### config.mk
export PLATFORM = sky130hd
export DESIGN_NAME = cp0_irq_ctrl_flat
export DESIGN_NICKNAME = d
export VERILOG_FILES = /design/src/rtl/cp0_pkg.sv /design/src/rtl/cp0_irq_ctrl_if.sv /design/src/rtl/cp0_timer.sv /design/src/rtl/cp0_irq_ctrl.sv /design/src/flat_wrapper.sv
export SDC_FILE = /design/constraint.sdc
export NUM_CORES = 1
export LEC_CHECK = 0
export BUFFER_PORTS_ARGS = -buffer_cell sky130_fd_sc_hd__buf_2
export CORE_AREA = 10 10 131 73
export CTS_BUF_LIST = sky130_fd_sc_hd__clkbuf_4
export CTS_CLUSTER_SIZE = 14
export DETAILED_ROUTE_END_ITERATION = 12
export DIE_AREA = 0 0 141 83
export GPL_ROUTABILITY_DRIVEN = 0
export PLACE_DENSITY = 0.82
export SLEW_MARGIN = 20
export SYNTH_ARGS = -nofsm -noshare
export SYNTH_HDL_FRONTEND = slang
export SYNTH_SLANG_ARGS = --single-unit
### constraint.sdc
create_clock -name clk -period 3.23 [get_ports clk]
set_input_delay 0.646 -clock clk [delete_from_list [all_inputs] [get_ports clk]]
set_output_delay 0.646 -clock clk [all_outputs]
set_load 0.02 [all_outputs]
### src/rtl/cp0_pkg.sv
// CP0 shared definitions: register numbers, ExcCode values, SR/Cause bit
// positions, the event type used by the commit-stage arbiter, and the EPC helper.
package cp0_pkg;

  localparam logic [4:0] CP0_COUNT   = 5'd9;
  localparam logic [4:0] CP0_COMPARE = 5'd11;
  localparam logic [4:0] CP0_SR      = 5'd12;
  localparam logic [4:0] CP0_CAUSE   = 5'd13;
  localparam logic [4:0] CP0_EPC     = 5'd14;
  localparam logic [4:0] CP0_PRID    = 5'd15;

  localparam logic [4:0] EXC_INT  = 5'd0;
  localparam logic [4:0] EXC_ADEL = 5'd4;
  localparam logic [4:0] EXC_ADES = 5'd5;
  localparam logic [4:0] EXC_RI   = 5'd10;
  localparam logic [4:0] EXC_OV   = 5'd12;

  localparam int SR_IE        = 0;
  localparam int SR_EXL       = 1;
  localparam int SR_IM_LO     = 10;
  localparam int SR_IM_HI     = 15;
  localparam int CAUSE_EXC_LO = 2;
  localparam int CAUSE_EXC_HI = 6;
  localparam int CAUSE_IP_LO  = 10;
  localparam int CAUSE_IP_HI  = 15;
  localparam int CAUSE_BD     = 31;

  // What the commit stage does this cycle, highest-priority winner only.
  typedef enum logic [1:0] {
    EV_NONE,
    EV_IRQ,
    EV_EXC,
    EV_ERET
  } cp0_event_e;

  // A victim in a delay slot restarts at its branch, one word earlier.
  function automatic logic [31:0] epc_of(input logic [31:0] pc, input logic bd);
    return bd ? (pc - 32'd4) : pc;
  endfunction

endpackage

### src/rtl/cp0_irq_ctrl_if.sv
// Pipeline <-> CP0 bundle: mtc0/mfc0 port, interrupt lines, commit-stage
// victim description and the fetch redirect. The pipeline is the master.
interface cp0_irq_ctrl_if #(
  parameter int NUM_HW_IRQ = 6
);
  logic                  we;
  logic [4:0]            wnum;
  logic [31:0]           wdata;
  logic [4:0]            rnum;
  logic [31:0]           rdata;
  logic [NUM_HW_IRQ-1:0] hw_irq;
  logic                  victim_valid;
  logic [31:0]           victim_pc;
  logic                  victim_bd;
  logic                  exc_valid;
  logic [4:0]            exc_code;
  logic                  eret;
  logic                  irq_req;
  logic                  exl;
  logic                  jump;
  logic [31:0]           jump_addr;

  modport master (
    output we, wnum, wdata, rnum, hw_irq,
    output victim_valid, victim_pc, victim_bd, exc_valid, exc_code, eret,
    input  rdata, irq_req, exl, jump, jump_addr
  );

  modport slave (
    input  we, wnum, wdata, rnum, hw_irq,
    input  victim_valid, victim_pc, victim_bd, exc_valid, exc_code, eret,
    output rdata, irq_req, exl, jump, jump_addr
  );
endinterface

### src/rtl/cp0_timer.sv
// Count/Compare timer for CP0. Only built when CP0_TIMER_EN is defined, so the
// default build carries no stray top-level module.
`ifdef CP0_TIMER_EN
module cp0_timer (
  input  logic        clk,
  input  logic        reset,
  input  logic        count_we_i,
  input  logic        compare_we_i,
  input  logic [31:0] wdata_i,
  output logic [31:0] count_o,
  output logic [31:0] compare_o,
  output logic        pending_o
);
  logic [31:0] count_q, count_d;
  logic [31:0] compare_q, compare_d;
  logic        pending_q, pending_d;

  // Free-running count; a load replaces the increment for that one cycle.
  // A Compare write acknowledges the timer and wins over a same-cycle match.
  always_comb begin
    count_d   = count_we_i ? wdata_i : (count_q + 32'd1);
    compare_d = compare_we_i ? wdata_i : compare_q;
    pending_d = compare_we_i ? 1'b0 : (pending_q | (count_q == compare_q));
  end

  // Timer state registers.
  always_ff @(posedge clk) begin
    if (reset) begin
      count_q   <= '0;
      compare_q <= '0;
      pending_q <= 1'b0;
    end else begin
      count_q   <= count_d;
      compare_q <= compare_d;
      pending_q <= pending_d;
    end
  end

  assign count_o   = count_q;
  assign compare_o = compare_q;
  assign pending_o = pending_q;
endmodule
`endif

### src/rtl/cp0_irq_ctrl.sv
// Coprocessor 0 for the pipelined MIPS core: SR, Cause, EPC, PrId, interrupt /
// exception / ERET arbitration at commit, and mtc0/mfc0 from execute.
// Optional Count/Compare timer (regs 9/11, ORed into IP7) under CP0_TIMER_EN.
module cp0_irq_ctrl
  import cp0_pkg::*;
#(
  parameter int          NUM_HW_IRQ   = 6,
  parameter logic [31:0] HANDLER_ADDR = 32'h0000_4180,
  parameter logic [31:0] PRID_VALUE   = 32'hDEADBEEF
) (
  input logic            clk,
  input logic            reset,
  cp0_irq_ctrl_if.slave  bus
);
  logic [NUM_HW_IRQ-1:0] hw_q;
  logic [5:0]            im_q, im_d;
  logic                  exl_q, exl_d;
  logic                  ie_q, ie_d;
  logic                  bd_q, bd_d;
  logic [4:0]            exc_code_q, exc_code_d;
  logic [31:0]           epc_q, epc_d;

  logic [5:0]            ip;
  logic                  irq_req;
  cp0_event_e            ev;
  logic                  mtc0_go;

`ifdef CP0_TIMER_EN
  logic [31:0] tmr_count;
  logic [31:0] tmr_compare;
  logic        tmr_pending;

  cp0_timer u_timer (
    .clk          (clk),
    .reset        (reset),
    .count_we_i   (mtc0_go && (bus.wnum == CP0_COUNT)),
    .compare_we_i (mtc0_go && (bus.wnum == CP0_COMPARE)),
    .wdata_i      (bus.wdata),
    .count_o      (tmr_count),
    .compare_o    (tmr_compare),
    .pending_o    (tmr_pending)
  );
`endif

  // IP[2..] vector: registered lines, unused slots zero, timer folded into IP7.
  always_comb begin
    ip = '0;
    for (int k = 0; k < NUM_HW_IRQ; k++) ip[k] = hw_q[k];
`ifdef CP0_TIMER_EN
    ip[5] = ip[5] | tmr_pending;
`endif
  end

  assign irq_req = !reset && ie_q && !exl_q && |(ip & im_q);

  // Pick this cycle's single commit event; reset suppresses everything.
  always_comb begin
    ev = EV_NONE;
    if (!reset) begin
      if (irq_req && bus.victim_valid) ev = EV_IRQ;
      else if (bus.exc_valid)          ev = EV_EXC;
      else if (bus.eret)               ev = EV_ERET;
    end
  end

  // An mtc0 only lands in a cycle with no commit event.
  assign mtc0_go = !reset && bus.we && (ev == EV_NONE);

  // Next-state for SR/Cause/EPC from the winning event or the mtc0.
  always_comb begin
    im_d       = im_q;
    exl_d      = exl_q;
    ie_d       = ie_q;
    bd_d       = bd_q;
    exc_code_d = exc_code_q;
    epc_d      = epc_q;
    case (ev)
      EV_IRQ, EV_EXC: begin
        exc_code_d = (ev == EV_IRQ) ? EXC_INT : bus.exc_code;
        epc_d      = epc_of(bus.victim_pc, bus.victim_bd);
        bd_d       = bus.victim_bd;
        exl_d      = 1'b1;
      end
      EV_ERET: exl_d = 1'b0;
      default: begin
        if (mtc0_go) begin
          case (bus.wnum)
            CP0_SR: begin
              im_d  = bus.wdata[SR_IM_HI:SR_IM_LO];
              exl_d = bus.wdata[SR_EXL];
              ie_d  = bus.wdata[SR_IE];
            end
            CP0_CAUSE: begin
              bd_d       = bus.wdata[CAUSE_BD];
              exc_code_d = bus.wdata[CAUSE_EXC_HI:CAUSE_EXC_LO];
            end
            CP0_EPC: epc_d = {bus.wdata[31:2], 2'b00};
            default: ;
          endcase
        end
      end
    endcase
  end

  // Architectural state and the interrupt-line synchroniser stage.
  always_ff @(posedge clk) begin
    if (reset) begin
      hw_q       <= '0;
      im_q       <= '0;
      exl_q      <= 1'b0;
      ie_q       <= 1'b0;
      bd_q       <= 1'b0;
      exc_code_q <= '0;
      epc_q      <= '0;
    end else begin
      hw_q       <= bus.hw_irq;
      im_q       <= im_d;
      exl_q      <= exl_d;
      ie_q       <= ie_d;
      bd_q       <= bd_d;
      exc_code_q <= exc_code_d;
      epc_q      <= epc_d;
    end
  end

  // mfc0 reads pre-edge state; unimplemented numbers read zero.
  always_comb begin
    bus.rdata = '0;
    case (bus.rnum)
      CP0_SR:    bus.rdata = {16'b0, im_q, 8'b0, exl_q, ie_q};
      CP0_CAUSE: bus.rdata = {bd_q, 15'b0, ip, 3'b0, exc_code_q, 2'b00};
      CP0_EPC:   bus.rdata = epc_q;
      CP0_PRID:  bus.rdata = PRID_VALUE;
`ifdef CP0_TIMER_EN
      CP0_COUNT:   bus.rdata = tmr_count;
      CP0_COMPARE: bus.rdata = tmr_compare;
`endif
      default:   bus.rdata = '0;
    endcase
  end

  assign bus.irq_req   = irq_req;
  assign bus.exl       = exl_q;
  assign bus.jump      = (ev != EV_NONE);
  assign bus.jump_addr = (ev == EV_ERET) ? epc_q :
                         ((ev == EV_IRQ) || (ev == EV_EXC)) ? HANDLER_ADDR : 32'h0;
endmodule

### src/flat_wrapper.sv
// flat-port wrapper written by rule: the top's interface ports become plain ports
module cp0_irq_ctrl_flat import cp0_pkg::*;
#(
  parameter int          NUM_HW_IRQ   = 6,
  parameter logic [31:0] HANDLER_ADDR = 32'h0000_4180,
  parameter logic [31:0] PRID_VALUE   = 32'hDEADBEEF
)
  (clk, reset, bus_we, bus_wnum, bus_wdata, bus_rnum, bus_hw_irq, bus_victim_valid, bus_victim_pc, bus_victim_bd, bus_exc_valid, bus_exc_code, bus_eret, bus_rdata, bus_irq_req, bus_exl, bus_jump, bus_jump_addr);
  cp0_irq_ctrl_if #(.NUM_HW_IRQ(NUM_HW_IRQ)) bus_i ();
  input logic clk;
  input logic reset;
  input wire logic [$bits(bus_i.we)-1:0] bus_we;
  input wire logic [$bits(bus_i.wnum)-1:0] bus_wnum;
  input wire logic [$bits(bus_i.wdata)-1:0] bus_wdata;
  input wire logic [$bits(bus_i.rnum)-1:0] bus_rnum;
  input wire logic [$bits(bus_i.hw_irq)-1:0] bus_hw_irq;
  input wire logic [$bits(bus_i.victim_valid)-1:0] bus_victim_valid;
  input wire logic [$bits(bus_i.victim_pc)-1:0] bus_victim_pc;
  input wire logic [$bits(bus_i.victim_bd)-1:0] bus_victim_bd;
  input wire logic [$bits(bus_i.exc_valid)-1:0] bus_exc_valid;
  input wire logic [$bits(bus_i.exc_code)-1:0] bus_exc_code;
  input wire logic [$bits(bus_i.eret)-1:0] bus_eret;
  output wire logic [$bits(bus_i.rdata)-1:0] bus_rdata;
  output wire logic [$bits(bus_i.irq_req)-1:0] bus_irq_req;
  output wire logic [$bits(bus_i.exl)-1:0] bus_exl;
  output wire logic [$bits(bus_i.jump)-1:0] bus_jump;
  output wire logic [$bits(bus_i.jump_addr)-1:0] bus_jump_addr;
  assign bus_i.we = bus_we;
  assign bus_i.wnum = bus_wnum;
  assign bus_i.wdata = bus_wdata;
  assign bus_i.rnum = bus_rnum;
  assign bus_i.hw_irq = bus_hw_irq;
  assign bus_i.victim_valid = bus_victim_valid;
  assign bus_i.victim_pc = bus_victim_pc;
  assign bus_i.victim_bd = bus_victim_bd;
  assign bus_i.exc_valid = bus_exc_valid;
  assign bus_i.exc_code = bus_exc_code;
  assign bus_i.eret = bus_eret;
  assign bus_rdata = bus_i.rdata;
  assign bus_irq_req = bus_i.irq_req;
  assign bus_exl = bus_i.exl;
  assign bus_jump = bus_i.jump;
  assign bus_jump_addr = bus_i.jump_addr;
  cp0_irq_ctrl #(.NUM_HW_IRQ(NUM_HW_IRQ), .HANDLER_ADDR(HANDLER_ADDR), .PRID_VALUE(PRID_VALUE)) u_core (.clk(clk), .reset(reset), .bus(bus_i));
endmodule
==> impl_metrics.json <==
{
  "layout_commonest_cell": "buf_2",
  "swShare": 0.3524,
  "cts_hold_repair.buffers": 0,
  "cp-start-kind": "flop",
  "rows": 22,
  "die_x_um": 141,
  "setup_viol_count_final": 0,
  "maxCapViolCount": 0,
  "hold_viol": 0,
  "detail-route-antenna-nets": 0,
  "start_util": 0.4868,
  "grt-ovfl-total": 0,
  "crit_type": "flop to output pin",
  "status": "finished, final reports clean",
  "crit_arrival_ps": 2440,
  "finalWirelength_um": 12830,
  "post-route-worst-setup-slack_ps": 145.5,
  "switchingPower_uw": 516.7,
  "layout_worst_path_cycle_share": 0.9549,
  "max_slew.worst_pin.slew_ps": 1050,
  "hold_path_class": "input pin to flop",
  "syn_area_mm2": 0.003511,
  "synth_area_leaders": "dfxtp_1 (30%), nor2_1 (6.7%), and2_1 (6.6%), nand2_1 (5.5%), a22oi_1 (4.1%)",
  "ys_seq_area_frac": 0.2965,
  "powerDensity_mw_per_mm2": 323.5,
  "first_pass_iters": 5,
  "nFillCells": 687,
  "final_cell_mix": "buf_2 (158), nor2_1 (63), dfxtp_1 (52)",
  "synthCells": 480,
  "p_int_uw": 949.4,
  "clock-skew-final_ps": 13.79,
  "dp_worst_setup_slack_ps": -33.01,
  "ios": 159,
  "numCtsBuffers": 5,
  "path_clk_slew_ps": 180,
  "num-nets-final": 727,
  "antenna_found_initial": 0,
  "synth_nets": 576,
  "pwr-share-comb": 0.271,
  "end_kind": "output pin",
  "die_area_mm2": 0.01170,
  "cts_tree": "done",
  "grt_pass1_wl_um": 20390,
  "seqPwrFrac": 0.499,
  "p_leak_nw": 2.058,
  "drive_gt1_frac": 0.3133,
  "die_y_um": 83,
  "pwr-share-clk": 0.230,
  "fmax_mhz": 324.2,
  "maxSlewViolCount": 0,
  "ir_worst_vdd_uv": 170.8,
  "ys_types": 50,
  "first_global_vias": 4021,
  "grt.total_usage": 0.2059,
  "yosys.area.top_type": "dfxtp_1",
  "min_period_ps": 3084,
  "cp_max_fo": 39,
  "area_growth_pct": 29.08,
  "netlist.area_leader.share": 0.2965,
  "worstSkewPairLatency_ps": 390,
  "cts_setup_buffers": 0,
  "slew_headroom": 0.2997,
  "avgSynthCellArea_um2": 7.314,
  "synth_edf_count": 0,
  "drc": 0,
  "core_mm2": 0.007212,
  "synth_seq_cells": 52,
  "htree_levels": 2,
  "hpwl_um": 10110,
  "io_buffers": 158,
  "root_buffer": "clkbuf_4",
  "fin_setup_tns_ps": 0,
  "synthArstFlopShare": 0,
  "post_drt_via_cell_ratio": 5.586,
  "cp.required_ps": 2580,
  "first_iter_violations": 396,
  "cts_max_path_buffers": 2,
  "cts_num_sinks": 52,
  "vias": 4072,
  "yosysWarnings": 0,
  "yosys_most_used_dff": "dfxtp_1",
  "wl_per_cell_um": 17.60,
  "grt_max_degree": 40
}
==> cells in the mapped netlist, types with 10 or more instances <==
cell type   n
a211oi_1   13
a21oi_1    26
a22oi_1    19
and2_1     37
clkbuf_1   30
dfxtp_1    52
inv_1      10
nand2_1    51
nand2b_1   14
nor2_1     63
nor2b_1    15
nor3_1     14
nor4_1     10
o21ai_0    28
xnor2_1    15
==> kinds of logic (layout without fill, tap and decap cells) <==
logic type,after synthesis,count (layout),synth area share
other cells,0,1,0
mux,8,8,0.02317
compound gates,111,111,0.2024
xor+xnor,23,23,0.05738
flops,52,52,0.2965
buf+inv,44,196,0.04918
simple gates,238,238,0.3571
fa+ha+maj,4,4,0.01426
==> critical path: stages, from the launching register on <==
cell and delay, ps:
dfxtp_1 390, a22oi_1 110, a311oi_2 300, nand2_1 120, a21o_1 180, ha_1 350, buf_12 210, nand2b_2 130
nand2_1 70, buf_2 160
==> power groups by stage <==
stage,logic (mW),clock network (mW),registers [mW]
2_1_floorplan,0.232,0,0.730
3_3_place_gp,0.379,0,0.742
3_5_place_dp,0.390,0,0.742
4_1_cts,0.392,0.338,0.729
5_1_grt,0.437,0.367,0.737
6_report,0.397,0.338,0.731
==> repair_timing <==
action,in CTS,in global routing
gates resized for setup,0,1
endpoints found under the setup margin,0,3
endpoints found under the hold margin,0,0
==> stage by stage <==
stage | instances | hold WS, ps | utilization | area (um2) | total power [mW]
after floorplan | 480 | 437.2 | - | 3517 | 0.9622
after global placement | 720 | 453.9 | 0.6187 | 4462 | 1.122
after detailed placement | 720 | 459.3 | 0.6187 | 4462 | 1.132
after CTS | 728 | 439.5 | 0.6277 | 4527 | 1.459
after global routing | 728 | 437.1 | 0.6280 | 4529 | 1.540
final | 729 | 441.3 | 0.6284 | 4532 | 1.466
==> per-layer routing <==
layer  share of wire  track usage  vias up
met4          0.0094      0.03704        0
li1                -            -     1979
met1            0.44       0.2662     1889
met3           0.091      0.05170       13
met2            0.46       0.3395      191
met5               0            0        -
==> layout make-up <==
cell class / count / area [um2] / area share
inverter: 10 / 37.54 / 0.008283
clock inverter: 3 / 27.53 / 0.006074
antenna: 1 / 2.502 / 0.0005522
timing repair buffer: 178 / 953.4 / 0.2104
sequential: 52 / 1041 / 0.2297
tap: 96 / 120.1 / 0.02650
clock buffer: 5 / 37.54 / 0.008283
multi-input combinational: 384 / 2312 / 0.5102
==> registers in the layout (all words and copies together) (netlist names) <==
signal             count
u_core.epc_q          32
u_core.hw_q            6
u_core.im_q            6
u_core.exc_code_q      5
u_core.bd_q            1
u_core.bus.exl         1
u_core.ie_q            1
==> final timing paths <==
kind / from / to / slack, ps / cells after the start
worst min-delay path: bus_hw_irq[3] / u_core.hw_q[3] / 440 / 2
worst max register to register: u_core.im_q[5] / u_core.epc_q[23] / 330 / 10
worst max-delay path: u_core.im_q[5] / bus_jump_addr[7] / 150 / 9
worst min register to register: u_core.epc_q[8] / u_core.epc_q[8] / 480 / 2
No activity file was read; power rests on OpenSTA's default activity.
